**src/rtl/transpose_controller_if.sv**
```systemverilog
// Handshake and data bundle for transpose_controller.
// The abort signal exists only when TRANSPOSE_ABORT_EN is defined.
// master: the side that supplies rows and consumes columns.
// slave: the controller itself.
interface transpose_controller_if #(
  parameter int ROWS  = 3,
  parameter int COLS  = 4,
  parameter int WIDTH = 8
);
  logic                    start;
  logic                    in_valid;
  logic                    in_ready;
  logic [COLS*WIDTH-1:0]   in_row;
  logic                    out_valid;
  logic                    out_ready;
  logic [ROWS*WIDTH-1:0]   out_col;
  logic                    out_last;
  logic                    busy;
  logic                    done;
`ifdef TRANSPOSE_ABORT_EN
  logic                    abort;

  modport master (
    output start, in_valid, in_row, out_ready, abort,
    input  in_ready, out_valid, out_col, out_last, busy, done
  );

  modport slave (
    input  start, in_valid, in_row, out_ready, abort,
    output in_ready, out_valid, out_col, out_last, busy, done
  );
`else
  modport master (
    output start, in_valid, in_row, out_ready,
    input  in_ready, out_valid, out_col, out_last, busy, done
  );

  modport slave (
    input  start, in_valid, in_row, out_ready,
    output in_ready, out_valid, out_col, out_last, busy, done
  );
`endif
endinterface

```
**src/rtl/transpose_controller.sv**
```systemverilog
// transpose_controller: loads a ROWS x COLS matrix one row per beat, then
// streams it back out one column per beat (the transpose).
// Optional feature macro: TRANSPOSE_ABORT_EN adds a synchronous abort input
// that returns the controller to IDLE without a done pulse.
module transpose_controller #(
  parameter int ROWS  = 3,
  parameter int COLS  = 4,
  parameter int WIDTH = 8
) (
  input logic                  clk,
  input logic                  rst_n,
  transpose_controller_if.slave bus
);

  localparam int RW = $clog2(ROWS);
  localparam int CW = $clog2(COLS);
  localparam logic [RW-1:0] ROW_LAST = RW'(ROWS - 1);
  localparam logic [CW-1:0] COL_LAST = CW'(COLS - 1);

  typedef enum logic [1:0] {
    IDLE  = 2'd0,
    LOAD  = 2'd1,
    DRAIN = 2'd2
  } state_e;

  state_e                state_q, state_d;
  logic [RW-1:0]         row_cnt_q, row_cnt_d;
  logic [CW-1:0]         col_cnt_q, col_cnt_d;
  logic [ROWS*WIDTH-1:0] out_col_q, out_col_d;
  logic                  done_q, done_d;
  logic [WIDTH-1:0]      buf_q [ROWS][COLS];
  logic [WIDTH-1:0]      buf_d [ROWS][COLS];

  logic abort_w;
  logic in_hs;
  logic out_hs;
  logic load_col;

`ifdef TRANSPOSE_ABORT_EN
  assign abort_w = bus.abort;
`else
  assign abort_w = 1'b0;
`endif

  // Handshakes; abort wins over a same-cycle transfer on either side.
  assign in_hs  = (state_q == LOAD)  && bus.in_valid  && !abort_w;
  assign out_hs = (state_q == DRAIN) && bus.out_ready && !abort_w;

  // Outputs decoded straight from registered state, so they hold during stalls.
  assign bus.in_ready  = (state_q == LOAD);
  assign bus.out_valid = (state_q == DRAIN);
  assign bus.out_last  = (state_q == DRAIN) && (col_cnt_q == COL_LAST);
  assign bus.busy      = (state_q != IDLE);
  assign bus.done      = done_q;
  assign bus.out_col   = out_col_q;

  // Next-state, counter, buffer-write and column-register logic.
  always_comb begin
    // NOTE: every variable gets a default first so no path leaves one
    // unassigned, which would otherwise infer a latch.
    state_d   = state_q;
    row_cnt_d = row_cnt_q;
    col_cnt_d = col_cnt_q;
    out_col_d = out_col_q;
    done_d    = 1'b0;
    buf_d     = buf_q;
    load_col  = 1'b0;

    unique case (state_q)
      IDLE: begin
        if (bus.start) begin
          state_d   = LOAD;
          row_cnt_d = '0;
        end
      end
      LOAD: begin
        if (in_hs) begin
          for (int c = 0; c < COLS; c++) begin
            buf_d[row_cnt_q][c] = bus.in_row[c*WIDTH +: WIDTH];
          end
          if (row_cnt_q == ROW_LAST) begin
            state_d   = DRAIN;
            col_cnt_d = '0;
            load_col  = 1'b1;
          end else begin
            row_cnt_d = row_cnt_q + 1'b1;
          end
        end
      end
      DRAIN: begin
        if (out_hs) begin
          if (col_cnt_q == COL_LAST) begin
            state_d   = IDLE;
            col_cnt_d = '0;
            done_d    = 1'b1;
          end else begin
            col_cnt_d = col_cnt_q + 1'b1;
            load_col  = 1'b1;
          end
        end
      end
      default: state_d = IDLE;
    endcase

    // Column 0 is read from buf_d so the row written this cycle is included.
    if (load_col) begin
      for (int r = 0; r < ROWS; r++) begin
        out_col_d[r*WIDTH +: WIDTH] = buf_d[r][col_cnt_d];
      end
    end

    if (abort_w) begin
      state_d   = IDLE;
      row_cnt_d = '0;
      col_cnt_d = '0;
      done_d    = 1'b0;
    end
  end

  // Control state, counters and output column register.
  always_ff @(posedge clk or negedge rst_n) begin
    // NOTE: sequential state uses non-blocking assignments so every flop
    // samples its pre-edge inputs regardless of statement order.
    if (!rst_n) begin
      state_q   <= IDLE;
      row_cnt_q <= '0;
      col_cnt_q <= '0;
      out_col_q <= '0;
      done_q    <= 1'b0;
    end else begin
      state_q   <= state_d;
      row_cnt_q <= row_cnt_d;
      col_cnt_q <= col_cnt_d;
      out_col_q <= out_col_d;
      done_q    <= done_d;
    end
  end

  // Matrix buffer storage.
  always_ff @(posedge clk) begin
    // NOTE: the buffer is deliberately left without reset; every element is
    // rewritten before it is read, and the counters guard its validity.
    buf_q <= buf_d;
  end

endmodule

```
**src/flat_wrapper.sv**
```systemverilog
// flat-port wrapper written by rule: the top's interface ports become plain ports
module transpose_controller_flat 
#(
  parameter int ROWS  = 3,
  parameter int COLS  = 4,
  parameter int WIDTH = 8
)
  (clk, rst_n, bus_start, bus_in_valid, bus_in_row, bus_out_ready, bus_in_ready, bus_out_valid, bus_out_col, bus_out_last, bus_busy, bus_done);
  transpose_controller_if #(.ROWS(ROWS), .COLS(COLS), .WIDTH(WIDTH)) bus_i ();
  input logic clk;
  input logic rst_n;
  input wire logic [$bits(bus_i.start)-1:0] bus_start;
  input wire logic [$bits(bus_i.in_valid)-1:0] bus_in_valid;
  input wire logic [$bits(bus_i.in_row)-1:0] bus_in_row;
  input wire logic [$bits(bus_i.out_ready)-1:0] bus_out_ready;
  output wire logic [$bits(bus_i.in_ready)-1:0] bus_in_ready;
  output wire logic [$bits(bus_i.out_valid)-1:0] bus_out_valid;
  output wire logic [$bits(bus_i.out_col)-1:0] bus_out_col;
  output wire logic [$bits(bus_i.out_last)-1:0] bus_out_last;
  output wire logic [$bits(bus_i.busy)-1:0] bus_busy;
  output wire logic [$bits(bus_i.done)-1:0] bus_done;
  assign bus_i.start = bus_start;
  assign bus_i.in_valid = bus_in_valid;
  assign bus_i.in_row = bus_in_row;
  assign bus_i.out_ready = bus_out_ready;
  assign bus_in_ready = bus_i.in_ready;
  assign bus_out_valid = bus_i.out_valid;
  assign bus_out_col = bus_i.out_col;
  assign bus_out_last = bus_i.out_last;
  assign bus_busy = bus_i.busy;
  assign bus_done = bus_i.done;
  transpose_controller #(.ROWS(ROWS), .COLS(COLS), .WIDTH(WIDTH)) u_core (.clk(clk), .rst_n(rst_n), .bus(bus_i));
endmodule
```
**config.mk**
```make
export PLATFORM = sky130hd
export DESIGN_NAME = transpose_controller_flat
export DESIGN_NICKNAME = d
export VERILOG_FILES = /design/src/rtl/transpose_controller_if.sv /design/src/rtl/transpose_controller.sv /design/src/flat_wrapper.sv
export SDC_FILE = /design/constraint.sdc
export NUM_CORES = 1
export LEC_CHECK = 0
export BUFFER_PORTS_ARGS = -buffer_cell sky130_fd_sc_hd__clkbuf_2
export CORE_ASPECT_RATIO = 1.75
export CORE_UTILIZATION = 55
export DETAILED_ROUTE_END_ITERATION = 16
export PLACE_DENSITY = 0.76
export SLEW_MARGIN = 20
export SYNTH_ARGS = -nofsm -noshare
export SYNTH_HDL_FRONTEND = slang
export SYNTH_SLANG_ARGS = --single-unit
```
**constraint.sdc**
```tcl
create_clock -name clk -period 2.8 [get_ports clk]
set_clock_uncertainty 0.05 [all_clocks]
set_input_delay 0.28 -clock clk [delete_from_list [all_inputs] [get_ports clk]]
set_output_delay 0.28 -clock clk [all_outputs]
set_load 0.005 [all_outputs]
```
==> out/qor.yml <==
place:
  gp_routability_congestion: 0.779
  hpwl_mm: 7.47
  dp_slack_ns: 0.270
  portBuffers: 65
  dpl-instance-area_um2: 5730
run_status:
  status: "completed"
yosys:
  synthCells: 455
  ys_ff_latch: 127
  ys_seq_area_frac: 0.509
  synth.area.top_cells: "dfxtp_1 (36%), mux2_2 (18%), dfrtp_1 (15%), mux2i_1 (8.9%), nand2_1 (3.7%)"
  syn_nets: 501
  synth-main-ff-cell: "dfxtp_1"
  synth_area_um2: 5300
  async_flop_share: 0.244
  synth_edf_count: 0
  syn_avg_cell_area_um2: 11.6
  ys_warn_count: 0
  yosysTopAreaCell: "dfxtp_1"
  ys_types: 39
  synth_top_area_share: 0.363
cells_and_area:
  drive_gt1_frac: 0.364
  fin_nets: 572
  final_area_um2: 6310
  final_cell_mix: "dfxtp_1 (96), mux2_2 (85), clkbuf_2 (65), nand2_1 (52), mux2i_1 (47)"
  syn_to_final_growth_pct: 19.1
  mostFrequentLayoutCell: "dfxtp_1"
  antennaDiodeCount: 0
timing:
  rsz0062_at_grt: "no"
  setup_viol: 0
  report.final.slew_viol_count: 0
  fin_crit_sh: 0.894
  finalCriticalPeriod_ns: 2.50
  setup_slack_ns: 0.296
  max_freq_mhz: 399
  finalHoldViolCount: 0
  slew_headroom: 0.370
  setup_tns_ns: 0
  worst_pin_slew_ns: 0.946
critical_path:
  end_kind: "flip-flop"
  worstPathRequired_ns: 3.05
  max_stage_delay_ns: 0.38
  crit_fanout: 22
  cp_top_family: "multiplexers"
  worstPathCellList: "inv_1, ha_1, nand3_2, buf_12, mux2_2, mux2i_1, mux2i_1, mux2_2"
  worstSetupPathType: "reg2reg"
  reg2reg_slack_ns: 0.30
  cp.buffers_inverters: 2
  crit_slowest_cell: "dfrtp_1"
  critical_path.startpoint_type: "flip-flop"
  arrival_ns: 2.75
floorplan:
  die_w_um: 76.2
  dieArea_um2: 10000
  fp.dieH_um: 132
  coreArea_um2: 9410
  initial_utilization: 0.563
  ios: 66
  rows: 47
pwr:
  power.internal_mw: 5.39
  power.switching_mw: 2.31
  pwr-share-seq: 0.385
  clkPwrFrac: 0.269
  leakage_nw: 3.05
  power.density_nw_per_um2: 1220
  total_power_mw: 7.70
  p_sw_frac: 0.300
  max-vdd-ir-drop_uv: 1190
  power_frac_comb: 0.346
grt:
  grt_pass1_vias: 3828
  grtUsageTotal: 0.243
  gr-total-overflow: 0
  grt_max_degree: 54
  grt_pass1_wl_mm: 18.7
  antenna_found_initial: 0
cts:
  path_clk_slew_ns: 0.05
  clk_latency_ns: 0.41
  cts_sinks: 127
  clockRootBuffer: "clkbuf_16"
  cts_tree: "built"
  htree_num_levels: 4
  numCtsBuffers: 17
  cts.path.max_buffers: 2
  cts.repair.resized: 0
route:
  drt.antenna.violating_nets: 0
  wirelength_mm: 11.2
  drc: 0
  vias: 3578
  dr.pass1.iters: 4
  via_per_inst: 5.41
  drt_iter0_markers: 138
  wl_per_cell_um: 16.9
hold_path:
  hold_path.class: "in2reg"
run:
  drv_cap: 0
cells by family (layout without fill, tap and decap cells):
kind of cell             count (synthesis)  count (layout)  synth area share
multiplexers                           132             132             0.270
flip-flops                             127             127             0.509
AND/OR/NAND/NOR                         94              94            0.0869
buffers and inverters                   50             134            0.0487
AO/OA/AOI/OAI                           43              43            0.0643
adder cells (fa/ha/maj)                  9               9            0.0213
tightest hold or removal path, cell delays in order:
cell	delay (ns)
clkbuf_2	0.10
nand2_1	0.05
nand2_1	0.06
sequential cells by signal (all words and copies together) (netlist names):
| name | flops |
|---|---|
| u_core.bus.done | 1 |
| u_core.buf_q | 96 |
| u_core.state_q | 2 |
| u_core.row_cnt_q | 2 |
| u_core.bus.out_col | 24 |
| u_core.col_cnt_q | 2 |
power groups by stage:
stage	combinational, mW	clock [mW]	sequential, mW
2_1_floorplan	2.06	0	2.91
3_3_place_gp	2.55	0	2.94
3_5_place_dp	2.65	0	2.99
4_1_cts	2.68	2.10	2.96
5_1_grt	2.94	2.18	3.05
6_report	2.66	2.07	2.96
worst paths after layout:
| path | end | start | depth (start not counted) |
|---|---|---|---|
| min in group asynchronous | u_core.bus.out_col[20] | rst_n | 2 |
| min reg2reg | u_core.buf_q[1] | u_core.buf_q[1] | 2 |
| max in group asynchronous | u_core.bus.out_col[19] | rst_n | 2 |
| max | u_core.bus.out_col[8] | u_core.state_q[1] | 8 |
| min | u_core.buf_q[7] | bus_in_row[31] | 3 |
| max reg2reg | u_core.bus.out_col[8] | u_core.state_q[1] | 8 |
area by class of cell:
cell class              count  area (um^2)
flip-flops and latches    127         2700
clock buffers              26          509
clock inverters             6         55.1
repair buffers             76          435
fillers                   732         3100
multi-input cells         278         2360
well taps                 122          153
inverters                  26         97.6
through the flow:
stage | hold WS (ns) | cells | utilization
global route | 0.0764 | 661 | 0.670
detailed placement | 0.382 | 628 | 0.609
floorplan | -0.0656 | 455 | -
finish | 0.0666 | 661 | 0.670
global placement | 0.374 | 628 | 0.609
CTS | 0.0586 | 661 | 0.670
synthesized netlist by cell type, types with 4 or more instances:
| cell | count |
|---|---|
| nand2b_1 | 20 |
| nor2_1 | 4 |
| o221ai_1 | 17 |
| buf_2 | 11 |
| mux2_2 | 85 |
| nand2_1 | 52 |
| mux2i_1 | 47 |
| dfrtp_1 | 31 |
| o21ai_0 | 6 |
| ha_1 | 9 |
| dfxtp_1 | 96 |
| nand3_1 | 5 |
| inv_1 | 26 |
| buf_4 | 6 |
| a311oi_1 | 4 |
per-layer routing:
layer	routed length [um]	track usage
met2	6110	0.445
met5	0	0
met1	4530	0.265
met3	371	0.0692
met4	164	0.0833
what timing repair did:
action,CTS,global route
hold buffers,1,0
hold endpoints to repair,31,0
setup buffers,0,0
Note: power is estimated with default switching activity, not from simulation.
